--- src/rtl/gnn_counter_pkg.sv ---
// Shared types and limits for the GNN loop index generator.
package gnn_counter_pkg;

    localparam int MAX_DIMS = 8;

    typedef enum logic [0:0] {
        IDLE = 1'b0,
        RUN  = 1'b1
    } state_t;

endpackage

--- src/rtl/loop_dim_stage.sv ---
// One dimension of the nested loop: index register with wrap at the latched
// inclusive bound, advanced by the carry from the inner dimensions.
module loop_dim_stage #(
    parameter int IDX_W = 8
) (
    input  logic             clk,
    input  logic             reset,
    input  logic             clear,
    input  logic             advance,
    input  logic [IDX_W-1:0] last,
    output logic [IDX_W-1:0] idx,
    output logic             at_last
);

    // Equality compare keeps an all-ones bound usable without overflow.
    assign at_last = (idx == last);

    always_ff @(posedge clk) begin
        if (reset || clear) begin
            idx <= '0;
        end else if (advance) begin
            idx <= at_last ? '0 : idx + 1'b1;
        end
    end

endmodule

--- src/rtl/nested_loop_counter.sv ---
// Runtime-bounded multi-dimensional index generator over a valid/ready stream,
// dimension 0 innermost, with abort and a registered done pulse.
module nested_loop_counter
    import gnn_counter_pkg::*;
#(
    parameter int NUM_DIMS = 3,
    parameter int IDX_W    = 8
) (
    input  logic                      clk,
    input  logic                      reset,
    input  logic                      cfg_valid,
    output logic                      cfg_ready,
    input  logic [NUM_DIMS*IDX_W-1:0] cfg_last,
    input  logic                      abort,
    output logic                      idx_valid,
    input  logic                      idx_ready,
    output logic [NUM_DIMS*IDX_W-1:0] idx,
    output logic [NUM_DIMS-1:0]       idx_last,
    output logic                      busy,
    output logic                      done
);

    state_t                    state;
    state_t                    state_nxt;
    logic [NUM_DIMS*IDX_W-1:0] last_q;
    logic [NUM_DIMS-1:0]       at_last;
    logic [NUM_DIMS-1:0]       carry;
    logic                      run;
    logic                      accept;
    logic                      beat;
    logic                      final_beat;
    logic                      clear;

    assign run        = (state == RUN);
    assign accept     = cfg_valid && !run;
    assign beat       = run && idx_ready;
    assign final_beat = beat && (&at_last);
    assign clear      = accept || (run && abort);

    // Dimension d advances on a beat only when every inner dimension is at its bound.
    for (genvar d = 0; d < NUM_DIMS; d++) begin : g_dim
        if (d == 0) begin : g_first
            assign carry[d] = beat;
        end else begin : g_chain
            assign carry[d] = carry[d-1] && at_last[d-1];
        end

        loop_dim_stage #(
            .IDX_W (IDX_W)
        ) u_stage (
            .clk     (clk),
            .reset   (reset),
            .clear   (clear),
            .advance (carry[d]),
            .last    (last_q[d*IDX_W +: IDX_W]),
            .idx     (idx[d*IDX_W +: IDX_W]),
            .at_last (at_last[d])
        );
    end

    always_ff @(posedge clk) begin
        if (reset) begin
            state  <= IDLE;
            last_q <= '0;
            done   <= 1'b0;
        end else begin
            state <= state_nxt;
            done  <= final_beat && !abort;
            if (accept) begin
                last_q <= cfg_last;
            end
        end
    end

    always_comb begin
        state_nxt = state;
        cfg_ready = 1'b0;
        idx_valid = 1'b0;
        busy      = 1'b0;
        idx_last  = '0;
        case (state)
            IDLE: begin
                cfg_ready = 1'b1;
                if (accept) begin
                    state_nxt = RUN;
                end
            end
            RUN: begin
                idx_valid = 1'b1;
                busy      = 1'b1;
                idx_last  = at_last;
                if (abort || final_beat) begin
                    state_nxt = IDLE;
                end
            end
            default: state_nxt = IDLE;
        endcase
    end

endmodule

--- config.mk ---
export PLATFORM = sky130hd
export DESIGN_NAME = nested_loop_counter
export DESIGN_NICKNAME = d
export VERILOG_FILES = /design/src/rtl/gnn_counter_pkg.sv /design/src/rtl/loop_dim_stage.sv /design/src/rtl/nested_loop_counter.sv
export SDC_FILE = /design/constraint.sdc
export NUM_CORES = 1
export LEC_CHECK = 0
export CORE_MARGIN = 8
export CORE_UTILIZATION = 44
export CTS_BUF_LIST = sky130_fd_sc_hd__clkbuf_16
export CTS_CLUSTER_DIAMETER = 60
export DETAILED_ROUTE_END_ITERATION = 7
export PLACE_DENSITY_LB_ADDON = 0.3
export REMOVE_ABC_BUFFERS = 1
export SETUP_SLACK_MARGIN = 0.02
export SLEW_MARGIN = 10
export SYNTH_ARGS = -nofsm -noshare
export SYNTH_HDL_FRONTEND = slang
export SYNTH_SLANG_ARGS = --single-unit
--- constraint.sdc ---
create_clock -name clk -period 2.1 [get_ports clk]
set_input_delay 0.63 -clock clk [delete_from_list [all_inputs] [get_ports clk]]
set_output_delay 0.63 -clock clk [all_outputs]
set_load 0.02 [all_outputs]
==> results of run 1 <==
==> routing by layer <==
layer	routed length, um	global-route usage	vias up
met1	2950	0.217	1074
met3	435	0.0496	4
met5	0	0	-
li1	-	-	1192
met4	42	0.0393	0
met2	3270	0.274	79
==> worst max-delay path: cells and delay by family (launching register included) <==
family                 cells  cell delay, ns
buffers and inverters      1            0.13
flip-flops                 1            0.33
XOR/XNOR                   1            0.18
AND/OR/NAND/NOR            3            0.59
==> power breakdown <==
group	internal, mW	switching (mW)	total [mW]	leakage, nW
sequential	0.978	0.0202	0.999	0.408
combinational	0.167	0.195	0.363	1.01
clock	0.558	0.342	0.900	0.0836
total	1.70	0.558	2.26	1.50
==> flip-flops by register name, summed over array words and instances, names as in the netlist <==
name / count
run: 1
g_dim.u_stage.idx: 24
done: 1
last_q: 24
==> layout make-up <==
type                            count  share of cell area
Timing Repair Buffer              103               0.263
Multi-Input combinational cell    221               0.380
Tap cell                           70              0.0246
Clock buffer                        5              0.0352
Sequential cell                    50               0.282
Inverter                            4             0.00422
Clock inverter                      3              0.0113
==> worst max-delay path by stage <==
stage / startpoint / end
floorplan: g_dim[2].u_stage.idx[5] / idx_last[2]
global placement: g_dim[1].u_stage.idx[7] / idx_last[1]
detailed placement: g_dim[1].u_stage.idx[7] / idx_last[1]
CTS: g_dim[1].u_stage.idx[3] / idx_last[1]
global route: g_dim[1].u_stage.idx[7] / idx_last[1]
finish: g_dim[1].u_stage.idx[7] / idx_last[1]
==> cell families after synthesis <==
group                      Yosys count
and+or+nand+nor                    127
AOI/OAI and AO/OA                   56
DFF                                 50
xor gates and xnor gates            35
buffers and inverters               20
adders and majority gates            3
==> synth_stat cells (all sizes together) (6+ instances only) <==
cell type,number,area (sq um)
nor2,16,60.1
nor3,6,35.0
xnor2,13,114
a21oi,39,195
clkbuf,13,48.8
dfxtp,50,1000
nand4,11,81.3
o21ai,6,30.0
xor2,22,193
nand2,62,233
nor4,7,43.8
nand3,9,45.0
==> stage by stage <==
stage	instances	worst slack (ns)
after floorplan	275	-0.370
after detailed placement	448	-0.317
after CTS	456	-0.0892
after global routing	456	-0.147
after global placement	448	-0.323
final	456	-0.0519
==> timing repair <==
item | CTS | global route
pin swaps | 2 | 4
gates resized for setup | 21 | 22
buffers inserted | 0 | 0
setup endpoints to repair | 3 | 26
==> flow_metrics.tcl, run 1 <==
set metrics [dict create \
    status "complete, but fails checks" \
    violations "setup timing" \
    post-route-cell-area_sq_um 3560 \
    seq_area_sq_um 1000 \
    ys_seq_area_frac 0.427 \
    async_flop_share 0 \
    wl_per_cell_um 14.7 \
    rsz0062_at_grt "yes" \
    ff2ff_path_depth 6 \
    final_core_util 0.692 \
    synth_mux_area_frac 0 \
    synth.distinct_cells 35 \
    mostFrequentLayoutCell "nand2_1" \
    power.total_mw 2.26 \
    drive_above_1_share 0.192 \
    start_kind "flip-flop" \
    wirelength_um 6700 \
    drc_errors 0 \
    multi_input_area_sq_um 1350 \
    clock_latency_ns 0.28 \
    max_stage_delay_ns 0.33 \
    power_density_nw_per_um2 635 \
    cts.sinks 50 \
    fp.coreArea_sq_um 5140 \
    areaGrowthSynthToFinish_pct 51.8 \
    portBuffers 59 \
    antenna_found_initial 0 \
    finalSetupViolCount 2 \
    synth_top_family_by_area "simple AND/OR/NAND/NOR gates" \
    max_freq_ghz 0.465 \
    grt_pass1_wl_um 10700 \
    hold_path_class "flip-flop to flip-flop" \
    synth_edf_count 0 \
    clock-root-buffer "clkbuf_16" \
    critPathArrivalTime_ns 1.52 \
    crit_chain "xor2_2, nor4_4, nand2_2, nor2_4, buf_6" \
    clock_skew_ns 0.00401 \
    cp_max_fo 2 \
    die_w_um 89 \
    power_leakage_nw 1.50 \
    drv_cap 0 \
    ant_nets 0 \
    drt-initial-drc-count 169 \
    finalMaxSlewViolations 0 \
    setup_ws_ns -0.0519 \
    mostFrequentLayoutCells "nand2_1, clkdlybuf4s50_1, dfxtp_1, buf_4, a21oi_1" \
    synth_compound_area_frac 0.133 \
    synth_fa_ha_area_frac 0.0160 \
    hp-start "last_q[12]" \
    tightestPinTransition_ns 0.344 \
    min_to "last_q[12]" \
    irDropWorstVdd_v 0.000442 \
    hold_slack_ns 0.467 \
    ys_ff_latch 50 \
    placed_cell_area_sq_um 3290 \
    die_h_um 89 \
    viasPerCell 5.15 \
    ys.flop_type "dfxtp_1" \
    clk_pin_slew_ns 0.06 \
    antenna_cells 0 \
    period_share 1.02 \
    hold_buffers 0 \
    die_area_sq_um 7920 \
    final_nets 417 \
    via_count 2349 \
    regToRegSetupSlack_ns 0.12 \
    hold_viol 0 \
    cp-end-kind "output pin" \
    dr.pass1.iters 4 \
    cts_buffers 5 \
    cp.required_ns 1.47 \
    syn_inst 291 \
    start_util 0.456 \
    fill_cells 446 \
    gp_congestion 0.897 \
    regToRegStartpoint "g_dim[0].u_stage.idx[4]" \
    cts_tree "built" \
    yosysWarnings 0 \
    whs_path_depth 2 \
    reg2reg_to "g_dim[1].u_stage.idx[7]" \
    io_pins 60 \
    synthXorXnorAreaFrac 0.131 \
    overflow 0 \
    synthSimpleGateAreaFrac 0.259 \
    period_needed_ns 2.15 \
    slowest_stage "dfxtp_2" \
    grt_pass1_vias 2277 \
    synth_area_per_cell_sq_um 8.06 \
    rows 26 \
    synth.cell_area_sq_um 2340 \
    grt_util_all_layers 0.170 \
    dp_hpwl_um 4750 \
    slew_headroom 0.769 \
    crit_type "flip-flop to output pin" \
    fin_tns_setup_ns -0.0954 \
    cts_buffer_depth 2 \
    grt_max_degree 27 \
    cts_htree_levels 2 \
]
No activity file was read; power rests on OpenSTA's default activity.
==> run 2: changes to the inputs <==
--- a/config.mk
+++ b/config.mk
@@ -5,8 +5,9 @@
 export SDC_FILE = /design/constraint.sdc
 export NUM_CORES = 1
 export LEC_CHECK = 0
+export CORE_ASPECT_RATIO = 1.25
 export CORE_MARGIN = 8
-export CORE_UTILIZATION = 44
+export CORE_UTILIZATION = 45
 export CTS_BUF_LIST = sky130_fd_sc_hd__clkbuf_16
 export CTS_CLUSTER_DIAMETER = 60
 export DETAILED_ROUTE_END_ITERATION = 7
@@ -16,4 +17,5 @@
 export SLEW_MARGIN = 10
 export SYNTH_ARGS = -nofsm -noshare
 export SYNTH_HDL_FRONTEND = slang
+export SYNTH_HIERARCHICAL = 1
 export SYNTH_SLANG_ARGS = --single-unit
==> run 2 against run 1 <==
Net effect: the run now ends clean; cell area is 6.5% higher; hold slack gained 0.0057 ns; non-clock buffer count rose by 28; combinational power up 15%; register-to-register slack gained 0.09 ns; total power fell by 2.5%; count of clock-buffer cells in the layout unchanged; critical path depth shrank 3; flip-flop and latch count unchanged; sequential power is essentially flat; synthesized cell count decreased by 6.5%; wire length fell by 5.4%; critical path type unchanged; largest cell class unchanged.
==> flow_metrics.tcl, run 2 <==
set metrics [dict create \
    async_flop_share 0 \
    reg_top3 "g_dim.u_stage/idx: 24 flops, last_q: 24 flops" \
    min_to "last_q[7]" \
    overflow 0 \
    start_kind "flip-flop" \
    clock-root-buffer "clkbuf_16" \
    synth_area_per_cell_sq_um 9.21 \
    finalSetupViolCount 0 \
    finalMaxSlewViolations 0 \
    ff2ff_path_depth 10 \
    clk_pin_slew_ns 0.06 \
    portBuffers 59 \
    rows 30 \
    synth_most_common_cell "dfxtp_1" \
    regToRegStartpoint "last_q[0]" \
    die_area_sq_um 8220 \
    cts_buffers 5 \
    syn_inst 272 \
    fill_cells 423 \
    max_stage_delay_ns 0.61 \
    max_freq_ghz 0.484 \
    period_share 0.985 \
    crit_type "flip-flop to output pin" \
    hold_buffers 0 \
    synth_edf_count 0 \
    viasPerCell 4.82 \
    irDropWorstVdd_v 0.000413 \
    critPathArrivalTime_ns 1.44 \
    hp-start "last_q[7]" \
    wl_per_cell_um 13.8 \
    areaGrowthSynthToFinish_pct 51.3 \
    cp_max_fo 4 \
    power_leakage_nw 1.49 \
    drive_above_1_share 0.380 \
    grt_pass1_wl_um 10500 \
    gp_congestion 0.804 \
    clock_latency_ns 0.29 \
    power_density_nw_per_um2 582 \
    cts.sinks 50 \
    dr.pass1.iters 4 \
    synth_mux_area_frac 0.0120 \
    crit_chain "buf_4, clkdlybuf4s50_1" \
    synth_compound_area_frac 0.102 \
    cp.required_ns 1.47 \
    cts_buffer_depth 2 \
    hold_slack_ns 0.473 \
    cts_htree_levels 2 \
    slowest_stage "clkdlybuf4s50_1" \
    cts_tree "built" \
    ant_nets 0 \
    reg2reg_to "g_dim[1].u_stage/idx[7]" \
    synth_top_area_share 0.400 \
    synthXorXnorAreaFrac 0.157 \
    yosys.area.top_type "dfxtp_1" \
    synth.distinct_cells 28 \
    synth_fa_ha_area_frac 0.0150 \
    slew_headroom 0.753 \
    cp-end-kind "output pin" \
    ys_seq_area_frac 0.400 \
    fp.coreArea_sq_um 5410 \
    power.total_mw 2.21 \
    grt_max_degree 26 \
    antenna_cells 0 \
    clock_skew_ns 0.00601 \
    synth_area_leaders "dfxtp_1, xnor2_1, a21oi_2" \
    start_util 0.463 \
    wirelength_um 6340 \
    regToRegSetupSlack_ns 0.21 \
    grt_util_all_layers 0.159 \
    io_pins 60 \
    period_needed_ns 2.07 \
    mostFrequentLayoutCell "buf_4" \
    hold_viol 0 \
    yosysWarnings 6 \
    dp_hpwl_um 4550 \
    ys.flop_type "dfxtp_1" \
    grt_pass1_vias 2373 \
    status "finished, final reports clean" \
    tightestPinTransition_ns 0.371 \
    drv_cap 0 \
    drt-initial-drc-count 82 \
    ys_ff_latch 50 \
    synth.cell_area_sq_um 2500 \
    die_h_um 99.4 \
    via_count 2224 \
    synth_top_family_by_area "simple AND/OR/NAND/NOR gates" \
    die_w_um 82.7 \
    yosys-top-cells-count "dfxtp_1, nand2_1, nor2_1, xnor2_1" \
    hold_path_class "flip-flop to flip-flop" \
    whs_path_depth 2 \
    final_nets 428 \
    drc_errors 0 \
    synthSimpleGateAreaFrac 0.244 \
    rsz0062_at_grt "yes" \
    mostFrequentLayoutCells "buf_4, clkdlybuf4s50_1, nand2_1, dfxtp_1, nor2_1" \
    antenna_found_initial 0 \
]
## run 2: cell types whose count changed in the layout (fill, tap and decap cells not counted), sizes merged, moves of 5 or more
cell and delta:
o21ai -6, xnor2 +20, buf +28, nand4 +5, xor2 -10, nor4 -7
nand3 -9, a21oi -14, nor2 +17
## run 2: metal layers
layer,track usage,wire (um),vias up,part of all wire
met5,0,0,-,0
met4,0.0546,109,0,0.017
met2,0.267,3260,46,0.51
li1,-,-,1134,-
met1,0.186,2600,1033,0.41
met3,0.0433,371,11,0.059
## run 2: worst max path at each step
stage,start,endpoint,slack (ns),cells after the start
detailed placement,idx_ready,g_dim[2].u_stage/idx[7],-0.18,7
floorplan,g_dim[0].u_stage/idx[0],g_dim[2].u_stage/idx[7],-0.16,9
global route,g_dim[1].u_stage/idx[5],idx_last[1],-0.003,5
global placement,g_dim[2].u_stage/idx[2],idx_last[2],-0.17,5
finish,g_dim[1].u_stage/idx[0],idx[8],0.03,2
CTS,last_q[20],idx_last[2],0.005,5
## run 2: layout make-up
type,instances,area (sq um),area share
multi-input combinational,204,1390,0.367
timing repair buffer,131,1150,0.303
sequential,50,1020,0.268
clock buffer,5,125,0.0330
tap,64,80.1,0.0211
clock inverter,3,16.3,0.00429
inverter,4,15.0,0.00396
## run 2: kinds of logic after synthesis
group | after synthesis
flip-flops | 50
adder cells (fa/ha/maj) | 3
AND/OR/NAND/NOR | 125
multiplexers | 3
buffers and inverters | 18
XOR/XNOR | 45
AO/OA/AOI/OAI | 28
## run 2: worst max-delay path, delay by kind of cell, from the launching register on
| family | cells | cell delay, ns |
|---|---|---|
| buf+inv | 2 | 0.77 |
| flops | 1 | 0.38 |
## run 2: stage by stage
| stage | setup TNS [ns] | util | instances | setup slack, ns | area (sq um) |
|---|---|---|---|---|---|
| 3_3_place_gp | -0.826 | 0.649 | 445 | -0.166 | 3510 |
| 6_report | 0 | 0.701 | 461 | 0.0321 | 3790 |
| 3_5_place_dp | -1.02 | 0.649 | 445 | -0.178 | 3510 |
| 5_1_grt | -0.00326 | 0.701 | 461 | -0.00326 | 3790 |
| 2_1_floorplan | -0.692 | - | 258 | -0.155 | 2340 |
| 4_1_cts | 0 | 0.684 | 458 | 0.00510 | 3700 |
## run 2: where the power goes
part / switching, mW / internal (mW)
logic: 0.185 / 0.232
clock network: 0.346 / 0.435
registers: 0.0260 / 0.981
total: 0.558 / 1.65
## run 2: repair_timing
action	CTS	global route
pin swaps	12	17
gates resized for setup	20	23
setup buffers	5	3
endpoints found under the setup margin	4	18
==> run 3: changes to the inputs <==
--- a/config.mk
+++ b/config.mk
@@ -11,9 +11,9 @@
 export CTS_BUF_LIST = sky130_fd_sc_hd__clkbuf_16
 export CTS_CLUSTER_DIAMETER = 60
 export DETAILED_ROUTE_END_ITERATION = 7
+export GPL_TIMING_DRIVEN = 0
 export PLACE_DENSITY_LB_ADDON = 0.3
 export REMOVE_ABC_BUFFERS = 1
-export SETUP_SLACK_MARGIN = 0.02
 export SLEW_MARGIN = 10
 export SYNTH_ARGS = -nofsm -noshare
 export SYNTH_HDL_FRONTEND = slang
==> run 3 against run 2 <==
Net effect: the run now ends with setup timing left; global-route usage decreased by 1.5 points; non-clock buffer count down 36; critical path depth up 3; flip-flop and latch count unchanged; final cell count is 8.0% lower; sequential share of layout area grew 2.4 points; clock power shrank 5.2%; sequential power about the same; first-iteration DRC count increased by 110%; count of clock-buffer cells in the layout is the same; critical endpoint is now idx_last[0]; largest cell class unchanged; highest routed layer unchanged.
==> flow_metrics.tcl, run 3 (same netlist as run 2, synthesis figures left out) <==
set metrics [dict create \
    hold_path_class "flip-flop to flip-flop" \
    post-route-cell-area_sq_um 3650 \
    p_seq_frac 0.468 \
    drive_above_1_share 0.411 \
    die_w_um 82.7 \
    regToRegSetupSlack_ns 0.05 \
    mostFrequentLayoutCells "clkdlybuf4s50_1, nand2_1, buf_4, nor2_1, dfxtp_2" \
    hold_slack_ns 0.472 \
    power_frac_clock 0.345 \
    cts_tree "built" \
    ff2ff_path_depth 9 \
    dp_hpwl_um 3710 \
    cts.sinks 50 \
    clock_skew_ns 0.00354 \
    wl_per_cell_um 15.0 \
    drv_cap 0 \
    critPathArrivalTime_ns 1.52 \
    overflow 0 \
    final_nets 392 \
    clk_pin_slew_ns 0.06 \
    drt-initial-drc-count 169 \
    irDropWorstVdd_v 0.000444 \
    max_stage_delay_ns 0.36 \
    mostFrequentLayoutCell "clkdlybuf4s50_1" \
    portBuffers 59 \
    hold_viol 0 \
    final_cells 424 \
    dr.pass1.iters 4 \
    fp.coreArea_sq_um 5410 \
    grt_pass1_vias 2105 \
    finalSetupViolCount 1 \
    period_needed_ns 2.15 \
    place_inst 381 \
    die_h_um 99.4 \
    wirelength_um 6350 \
    rsz0062_at_grt "yes" \
    start_util 0.463 \
    cp-end-kind "output pin" \
    antenna_cells 0 \
    sw_frac_of_total 0.250 \
    min_to "last_q[5]" \
    start_kind "flip-flop" \
    placed_cell_area_sq_um 3010 \
    setup_ws_ns -0.0486 \
    cp.required_ns 1.47 \
    slowest_stage "dfxtp_4" \
    comb_power_share 0.187 \
    p_int_mw 1.61 \
    cts_buffers 5 \
    period_share 1.02 \
    slew_headroom 0.476 \
    violations "setup timing" \
    final_core_util 0.676 \
    ant_nets 0 \
    switchingPower_uw 537 \
    crit_chain "xnor2_2, nand4_1, nor2_2, and2_2, buf_6" \
    power_leakage_nw 1.32 \
    drc_errors 0 \
    viasPerCell 4.99 \
    cp_max_fo 4 \
    max_freq_ghz 0.465 \
    clock-root-buffer "clkbuf_16" \
    tightestPinTransition_ns 0.786 \
    via_count 2114 \
    power_density_nw_per_um2 587 \
    areaGrowthSynthToFinish_pct 45.9 \
    cts_htree_levels 2 \
    reg_top3 "g_dim.u_stage/idx: 24 flops, last_q: 24 flops" \
    crit_type "flip-flop to output pin" \
    gp_congestion 0.805 \
    clock_latency_ns 0.28 \
    rows 30 \
    cts_buffer_depth 2 \
    reg2reg_to "g_dim[2].u_stage/idx[7]" \
    regToRegStartpoint "g_dim[0].u_stage/idx[0]" \
    grt_pass1_wl_um 9430 \
    die_area_sq_um 8220 \
    cp-startpoint "g_dim[0].u_stage/idx[0]" \
    antenna_found_initial 0 \
    hold_buffers 0 \
    whs_path_depth 2 \
    power.total_mw 2.14 \
    hp-start "last_q[5]" \
    finalMaxSlewViolations 0 \
    status "complete, but fails checks" \
    io_pins 60 \
    grt_util_all_layers 0.144 \
    grt_max_degree 30 \
]
==> run 3: power by group through the flow <==
stage / Sequential, mW / Combinational [mW] / Clock, mW
after floorplan: 1.03 / 0.162 / 0
after global placement: 1.03 / 0.280 / 0
after detailed placement: 1.03 / 0.281 / 0
after CTS: 1.01 / 0.351 / 0.751
after global routing: 1.01 / 0.432 / 0.798
final: 1.00 / 0.401 / 0.741
==> run 3: stage by stage <==
step	TNS, ns	setup WS (ns)
after floorplan	-0.692	-0.155
after global placement	-24.36	-0.659
after detailed placement	-13.00	-0.485
after CTS	-0.614	-0.0578
after global routing	-0.332	-0.0900
final	-0.0486	-0.0486
==> run 3: how the worst max path moves through the flow <==
stage                              end  cells past startpoint
6_report                   idx_last[0]                      5
5_1_grt                    idx_last[0]                      5
4_1_cts                      last_q[8]                      4
3_5_place_dp   g_dim[2].u_stage/idx[7]                      7
3_3_place_gp   g_dim[0].u_stage/idx[6]                      4
2_1_floorplan  g_dim[2].u_stage/idx[7]                      9
==> run 3: repair_timing <==
action | in CTS | in global routing
gates resized for setup | 46 | 46
endpoints found under the setup margin | 41 | 46
setup buffers | 15 | 22
pin swaps | 11 | 24
==> run 3: final cells by class <==
cell class | count | area, sq um
fill | 435 | 1750
multi-input combinational | 204 | 1490
sequential | 50 | 1070
timing repair buffer | 95 | 870
clock buffer | 5 | 125
tap | 64 | 80.1
inverter | 4 | 15.0
clock inverter | 2 | 7.51
==> run 3: worst max-delay path: cells and delay by family, from the launching register on <==
kind          cells  cell delay [ns]
simple gates      3             0.61
flops             1             0.36
buf+inv           1             0.11
xor+xnor          1             0.15
==> run 3: routing by layer <==
layer | part of all wire | vias to the layer above | track usage
li1 | - | 1065 | -
met1 | 0.40 | 976 | 0.168
met2 | 0.51 | 63 | 0.237
met3 | 0.070 | 10 | 0.0469
met4 | 0.016 | 0 | 0.0479
met5 | 0 | - | 0
